===== src/rtl/counter_search_engine.sv =====
`default_nettype none
// ============================================================================
// Module      : counter_search_engine
// Description : Brute-force search engine. A counter generates candidate
//               values 0..MAX_COUNT and injects them into a PIPE_DEPTH-stage
//               pipeline. The value leaving the last stage is compared with a
//               target latched at start. The search pauses and resumes under
//               control of 'enable' without skipping or duplicating
//               candidates, and ends in FOUND (match) or DONE (exhausted).
// Revision    : 1.0 - initial release
// ----------------------------------------------------------------------------
// Ports
//   CLK            in   1   sole clock, rising edge
//   CPU_RESETN     in   1   asynchronous assert, active-low reset
//   enable         in   1   1 = run, 0 = pause
//   target         in   32  value searched for, sampled at start only
//   candidate      out  32  counter value (next value to inject)
//   found_value    out  32  matched value while status_found=1, else 0
//   status_paused  out  1   one-hot state flags
//   status_warming out  1
//   status_running out  1
//   status_found   out  1
//   status_done    out  1
// ============================================================================
module counter_search_engine #(
  parameter int unsigned PIPE_DEPTH = 8,
  parameter logic [31:0] MAX_COUNT  = 32'hFFFF_FFFF
) (
  input  logic        CLK,
  input  logic        CPU_RESETN,
  input  logic        enable,
  input  logic [31:0] target,
  output logic [31:0] candidate,
  output logic [31:0] found_value,
  output logic        status_paused,
  output logic        status_warming,
  output logic        status_running,
  output logic        status_found,
  output logic        status_done
);

  localparam logic [2:0] ST_PAUSED  = 3'd0;
  localparam logic [2:0] ST_WARMING = 3'd1;
  localparam logic [2:0] ST_RUNNING = 3'd2;
  localparam logic [2:0] ST_FOUND   = 3'd3;
  localparam logic [2:0] ST_DONE    = 3'd4;

  // --------------------------------------------------------------------------
  // Reset synchroniser: assertion is immediate, release is aligned to CLK so
  // no register sees reset removal close to an active edge.
  // --------------------------------------------------------------------------
  logic [1:0] rst_sync_q;
  logic       rst_n;

  always_ff @(posedge CLK or negedge CPU_RESETN) begin
    if (!CPU_RESETN) begin
      rst_sync_q <= 2'b00;
    end else begin
      rst_sync_q <= {rst_sync_q[0], 1'b1};
    end
  end

  assign rst_n = rst_sync_q[1];

  // --------------------------------------------------------------------------
  // State
  // --------------------------------------------------------------------------
  logic [2:0]                   state_q,     state_d;
  logic [2:0]                   resume_q,    resume_d;
  logic                         started_q,   started_d;
  logic [31:0]                  target_q,    target_d;
  logic [31:0]                  counter_q,   counter_d;
  logic                         max_inj_q,   max_inj_d;   // MAX_COUNT already injected
  logic [31:0]                  found_q,     found_d;
  logic [PIPE_DEPTH-1:0][31:0]  stage_val_q, stage_val_d;
  logic [PIPE_DEPTH-1:0]        stage_vld_q, stage_vld_d;

  logic [31:0] tail_val;
  logic        tail_vld;

  assign tail_val = stage_val_q[PIPE_DEPTH-1];
  assign tail_vld = stage_vld_q[PIPE_DEPTH-1];

  always_comb begin
    state_d     = state_q;
    resume_d    = resume_q;
    started_d   = started_q;
    target_d    = target_q;
    counter_d   = counter_q;
    max_inj_d   = max_inj_q;
    found_d     = found_q;
    stage_val_d = stage_val_q;
    stage_vld_d = stage_vld_q;

    case (state_q)
      ST_PAUSED: begin
        if (enable) begin
          if (!started_q) begin
            // Start edge: latch the target only; first injection is next edge.
            started_d = 1'b1;
            target_d  = target;
            state_d   = ST_WARMING;
          end else begin
            // Resume edge: no injection, advancing restarts on the next edge.
            state_d = resume_q;
          end
        end
      end

      ST_WARMING, ST_RUNNING: begin
        if (!enable) begin
          state_d  = ST_PAUSED;
          resume_d = state_q;
        end else begin
          // Advancing edge: inject, shift, count and compare the tail.
          stage_val_d = {stage_val_q[PIPE_DEPTH-2:0], counter_q};
          stage_vld_d = {stage_vld_q[PIPE_DEPTH-2:0], ~max_inj_q};
          if (!max_inj_q) begin
            if (counter_q == MAX_COUNT) begin
              max_inj_d = 1'b1;       // counter parks at MAX_COUNT
            end else begin
              counter_d = counter_q + 32'd1;
            end
          end

          if (tail_vld && (tail_val == target_q)) begin
            state_d = ST_FOUND;
            found_d = tail_val;
          end else if (tail_vld && (tail_val == MAX_COUNT)) begin
            state_d = ST_DONE;
          end else if ((state_q == ST_WARMING) && stage_vld_q[PIPE_DEPTH-2]) begin
            // The first valid value is moving into the last stage this edge.
            state_d = ST_RUNNING;
          end
        end
      end

      ST_FOUND, ST_DONE: begin
        // Terminal until reset.
      end

      default: begin
        state_d = ST_PAUSED;
      end
    endcase
  end

  always_ff @(posedge CLK or negedge rst_n) begin
    if (!rst_n) begin
      state_q     <= ST_PAUSED;
      resume_q    <= ST_WARMING;
      started_q   <= 1'b0;
      target_q    <= 32'd0;
      counter_q   <= 32'd0;
      max_inj_q   <= 1'b0;
      found_q     <= 32'd0;
      stage_val_q <= '0;
      stage_vld_q <= '0;
    end else begin
      state_q     <= state_d;
      resume_q    <= resume_d;
      started_q   <= started_d;
      target_q    <= target_d;
      counter_q   <= counter_d;
      max_inj_q   <= max_inj_d;
      found_q     <= found_d;
      stage_val_q <= stage_val_d;
      stage_vld_q <= stage_vld_d;
    end
  end

  // --------------------------------------------------------------------------
  // Outputs
  // --------------------------------------------------------------------------
  assign candidate      = counter_q;
  assign found_value    = found_q;   // only ever loaded on entry to FOUND
  assign status_paused  = (state_q == ST_PAUSED);
  assign status_warming = (state_q == ST_WARMING);
  assign status_running = (state_q == ST_RUNNING);
  assign status_found   = (state_q == ST_FOUND);
  assign status_done    = (state_q == ST_DONE);

endmodule
`default_nettype wire


===== config.mk =====
export PLATFORM = sky130hd
export DESIGN_NAME = counter_search_engine
export DESIGN_NICKNAME = d
export VERILOG_FILES = /design/src/rtl/counter_search_engine.sv
export SDC_FILE = /design/constraint.sdc
export NUM_CORES = 1
export LEC_CHECK = 0
export ABC_CLOCK_PERIOD_IN_PS = 10900
export CAP_MARGIN = 20
export CORE_ASPECT_RATIO = 1.75
export CORE_MARGIN = 3
export CORE_UTILIZATION = 53
export DETAILED_ROUTE_END_ITERATION = 12
export GPL_ROUTABILITY_DRIVEN = 0
export PLACE_DENSITY = 0.76
export SLEW_MARGIN = 0
export SYNTH_ARGS = -nofsm -noshare
export SYNTH_HDL_FRONTEND = slang
export SYNTH_SLANG_ARGS = --single-unit

===== constraint.sdc =====
create_clock -name CLK -period 10.9 [get_ports CLK]
set_input_delay 2.18 -clock CLK [delete_from_list [all_inputs] [get_ports CLK]]
set_output_delay 2.18 -clock CLK [all_outputs]
set_load 0.02 [all_outputs]

==> impl_results.md <==
* Leakage Power at 0.00925 uW
* Per-cell via count in the routed design at just under 5
* Fraction of synthesized area in multiplexers at 0.0491
* Number of buffers inserted during clock tree synthesis at 34
* Count of pins over their slew limit at 0
* H-tree depth at 2
* GRT Util Overall at 0.188
* Number of gates given a new drive strength after cts at 0
* CP Capture Type: flip-flop
* Antenna Violating Nets Remaining at 0
* Post-synthesis instance area at ~0.015 mm2
* Critical path type: primary input to flip-flop
* Layout cell share with drive strength beyond 1 at 0.0843
* Area share of the leading cell type in the synthesized netlist at 0.630
* Worst-case setup margin in the final layout at 6.07 ns
* Root buffer selected by CTS: clkbuf_16
* Post-Synthesis Net Count at roughly 1500
* Xor/xnor share of the synthesized area at 0.0382
* Biggest area contributors in the synthesized netlist: dfrtp_1 (63%), nand2_1 (21%), mux2_2 (4.6%), xor2_1 (3.0%), clkbuf_1 (1.4%)
* Share of the yosys chip area belonging to registers at 0.631
* Clock slew at reported path FFs at approximately 0.06 ns
* Synthesis Warnings at 0
* Vertical die dimension at approximately 230 um
* Routed wirelength normalized by instance count at approximately 14 um
* Number of DRC violations after detailed routing at 0
* Avg Synthesized Cell Area at between 9 and 10 um2
* Starting utilization of the core area at 0.539
* Worst path slowest cell: clkdlybuf4s50_1
* CP bufs+invs at 2
* Max Root-Sink Buffers at 3
* Setup violators final at 0
* Class of the tightest hold or removal check: flip-flop to asynchronous set/reset pin
* Post-layout net count at around 1600
* Global routing usage on met3 at 0.0261
* Total via count in the routed design at just under 10000
* Wire length of the first global-routing pass at approximately 47000 um
* Estimated wirelength of the detail-placed design at 16900 um
* Port Buffers at between 100 and 150
* Number of setup buffers added after CTS at 0
* Top fanout value on the critical path at 211
* Max-cap viol count at 0
* RSZ-0062 raised after global routing: false
* Relative slew slack at 0.269
* Die footprint at between 0.02 and 0.03 mm2
* Filler cells at ~2200
* Skew-Pair Late Insertion Delay at 0.50 ns
* Most used routing layer: met2
* Clk_skew at between 0.01 and 0.015 ns
* Part of the cycle the worst path needs at 0.444
* I/O Pins at between 100 and 150
* Cts hold-fix bufs at 0
* Number of standard-cell rows in the floorplan at 80
* IR Drop Worst-Case VDD at approximately 0.14 mV
* Clock sink count at 370
* Number of hold-slack violations in the final timing report at 0
* Data required, critical path at ~11 ns
* Crit path DAT at approximately 5.3 ns
* Instance count of the mapped netlist at 1503
* Number of different library cells in the post-synthesis netlist at 41
* CP top delay family: simple AND/OR/NAND/NOR gates
* Top cell type by total area after synthesis: dfrtp_1
* Number of register bits inferred by synthesis at 370
* Delay of the slowest critical-path stage at just under 0.6 ns
* M2 GR Usage at 0.318
* Initial DRT Pass Iterations at 5
* Fraction of the mapped netlist area in compound gates at 0.0116
* Maximum number of pins on one net before global-route repair at ~210
* Final setup TNS at 0 ns
* Setup crit start kind: primary input
* Total inserted antenna cells at 0
* Detailed Route WL at about 28000 um
* Vias in the first global route at between 9000 and 10000
* Number of antenna violations at the first check in global routing at 0
* Synthesis-to-finish area growth at 16.9%
* Met1 capacity usage during global routing at 0.246
* CTS tree: built
* Largest family of logic cells by synthesized area: simple AND/OR/NAND/NOR gates
* PwrDens at a little under 200 mW/mm2
* Run status: complete, no violations
* Horiz. Die Dim at about 130 um
* Area share of and/or/nand/nor cells after synthesis at 0.244
* Pre-CTS setup slack at approximately 5.6 ns
* CORE AREA at between 0.02 and 0.03 mm2
* Total congestion overflow after global routing at 0
* Adder-cell share of the synthesized area at 0.000853
* Achievable frequency at ~0.21 GHz
* Minimum period implied by the final worst setup slack at 4.83 ns
* Ordered list of cells on the worst path: clkdlybuf4s50_1, nor2b_1, nand2_4, buf_12, nor2_1, o21ai_2, nor4_1, xor2_1
* Iteration-0 DRC count of the detailed router at 749
* Measured slew at the worst slew-check pin at roughly 1.1 ns
==> cell usage after synthesis, drive strengths merged <==
cell    number
and4         2
buf         18
and2         2
nand2      801
o31ai        1
dfstp        1
conb         1
and3         9
a211o        1
dfrtp      369
or3b         1
ha           1
xnor2       14
o21ai       13
o221a        1
nor4        17
mux2        64
a31o         3
a21oi        2
nor2         9
xor2        50
o21a         1
inv         11
a21boi       1
or3          2
nand4       16
a311oi       1
nor3        17
nor3b        1
nand3       13
nor2b        3
a41o         1
clkbuf      54
nand2b       2
==> final timing paths <==
kind                          startpoint               to  slack, ns  depth (start not counted)
max in group asynchronous     CPU_RESETN    rst_sync_q[1]       8.91                          1
setup reg to reg             tail_val[1]   found_value[3]       7.76                          6
setup / recovery                  enable    candidate[21]       6.07                          8
hold reg to reg            rst_sync_q[1]  stage_val_q[56]       0.17                          0
hold / removal             rst_sync_q[1]  stage_val_q[56]       0.17                          0
min in group CLK           rst_sync_q[0]    rst_sync_q[1]       0.36                          0
==> through the flow <==
stage	instances	hold slack, ns	instance area (um2)	total power, uW	utilization
after floorplan	1503	0.331	14700	1980	-
after detailed placement	1909	0.343	15900	2110	0.585
after global placement	1909	0.337	15900	2090	0.585
after global routing	1970	0.182	17100	3470	0.630
after CTS	1968	0.358	17100	3350	0.628
final	1970	0.167	17100	3310	0.630
==> layout make-up <==
class | count | area (um2) | area share
flip-flops and latches | 370 | 9260 | 0.540
multi-input cells | 1050 | 5050 | 0.295
repair buffers | 111 | 1160 | 0.0674
clock buffers | 51 | 1030 | 0.0598
well taps | 369 | 462 | 0.0269
clock inverters | 8 | 144 | 0.00839
inverters | 11 | 41.3 | 0.00241
==> power by group <==
group          leakage (uW)  switching [uW]  internal, uW
clock network      0.000577             479           745
logic               0.00364             361           146
registers           0.00503            85.0          1490
==> logic make-up after synthesis <==
group	Yosys count
xor gates and xnor gates	64
buffers and inverters	83
AOI/OAI and AO/OA	25
muxes	64
adders and majority gates	1
DFF	370
other	1
and+or+nand+nor	895
==> state kept, by name, summed over array words and instances (netlist names) <==
register / count
max_inj_q: 1
found_value: 32
candidate: 32
rst_sync_q: 2
tail_val: 32
resume_q: 3
started_q: 1
target_q: 32
stage_vld_q: 8
stage_val_q: 224
state_q: 3
==> metal layers <==
layer,part of all wire,vias to the layer above
li1,-,4881
met1,0.44,4641
met2,0.49,207
met3,0.034,62
met4,0.040,0
met5,0,-
==> layout by cell type (no fill, tap or decap), types with 14 or more instances in the layout <==
| cell type | count |
|---|---|
| xnor2_1 | 14 |
| dfrtp_1 | 368 |
| nor3_1 | 17 |
| nand4_1 | 15 |
| clkbuf_16 | 35 |
| nor4_1 | 17 |
| mux2_2 | 60 |
| nand2_1 | 800 |
| clkdlybuf4s50_1 | 103 |
| xor2_1 | 50 |
No activity file was read; power rests on OpenSTA's default activity.
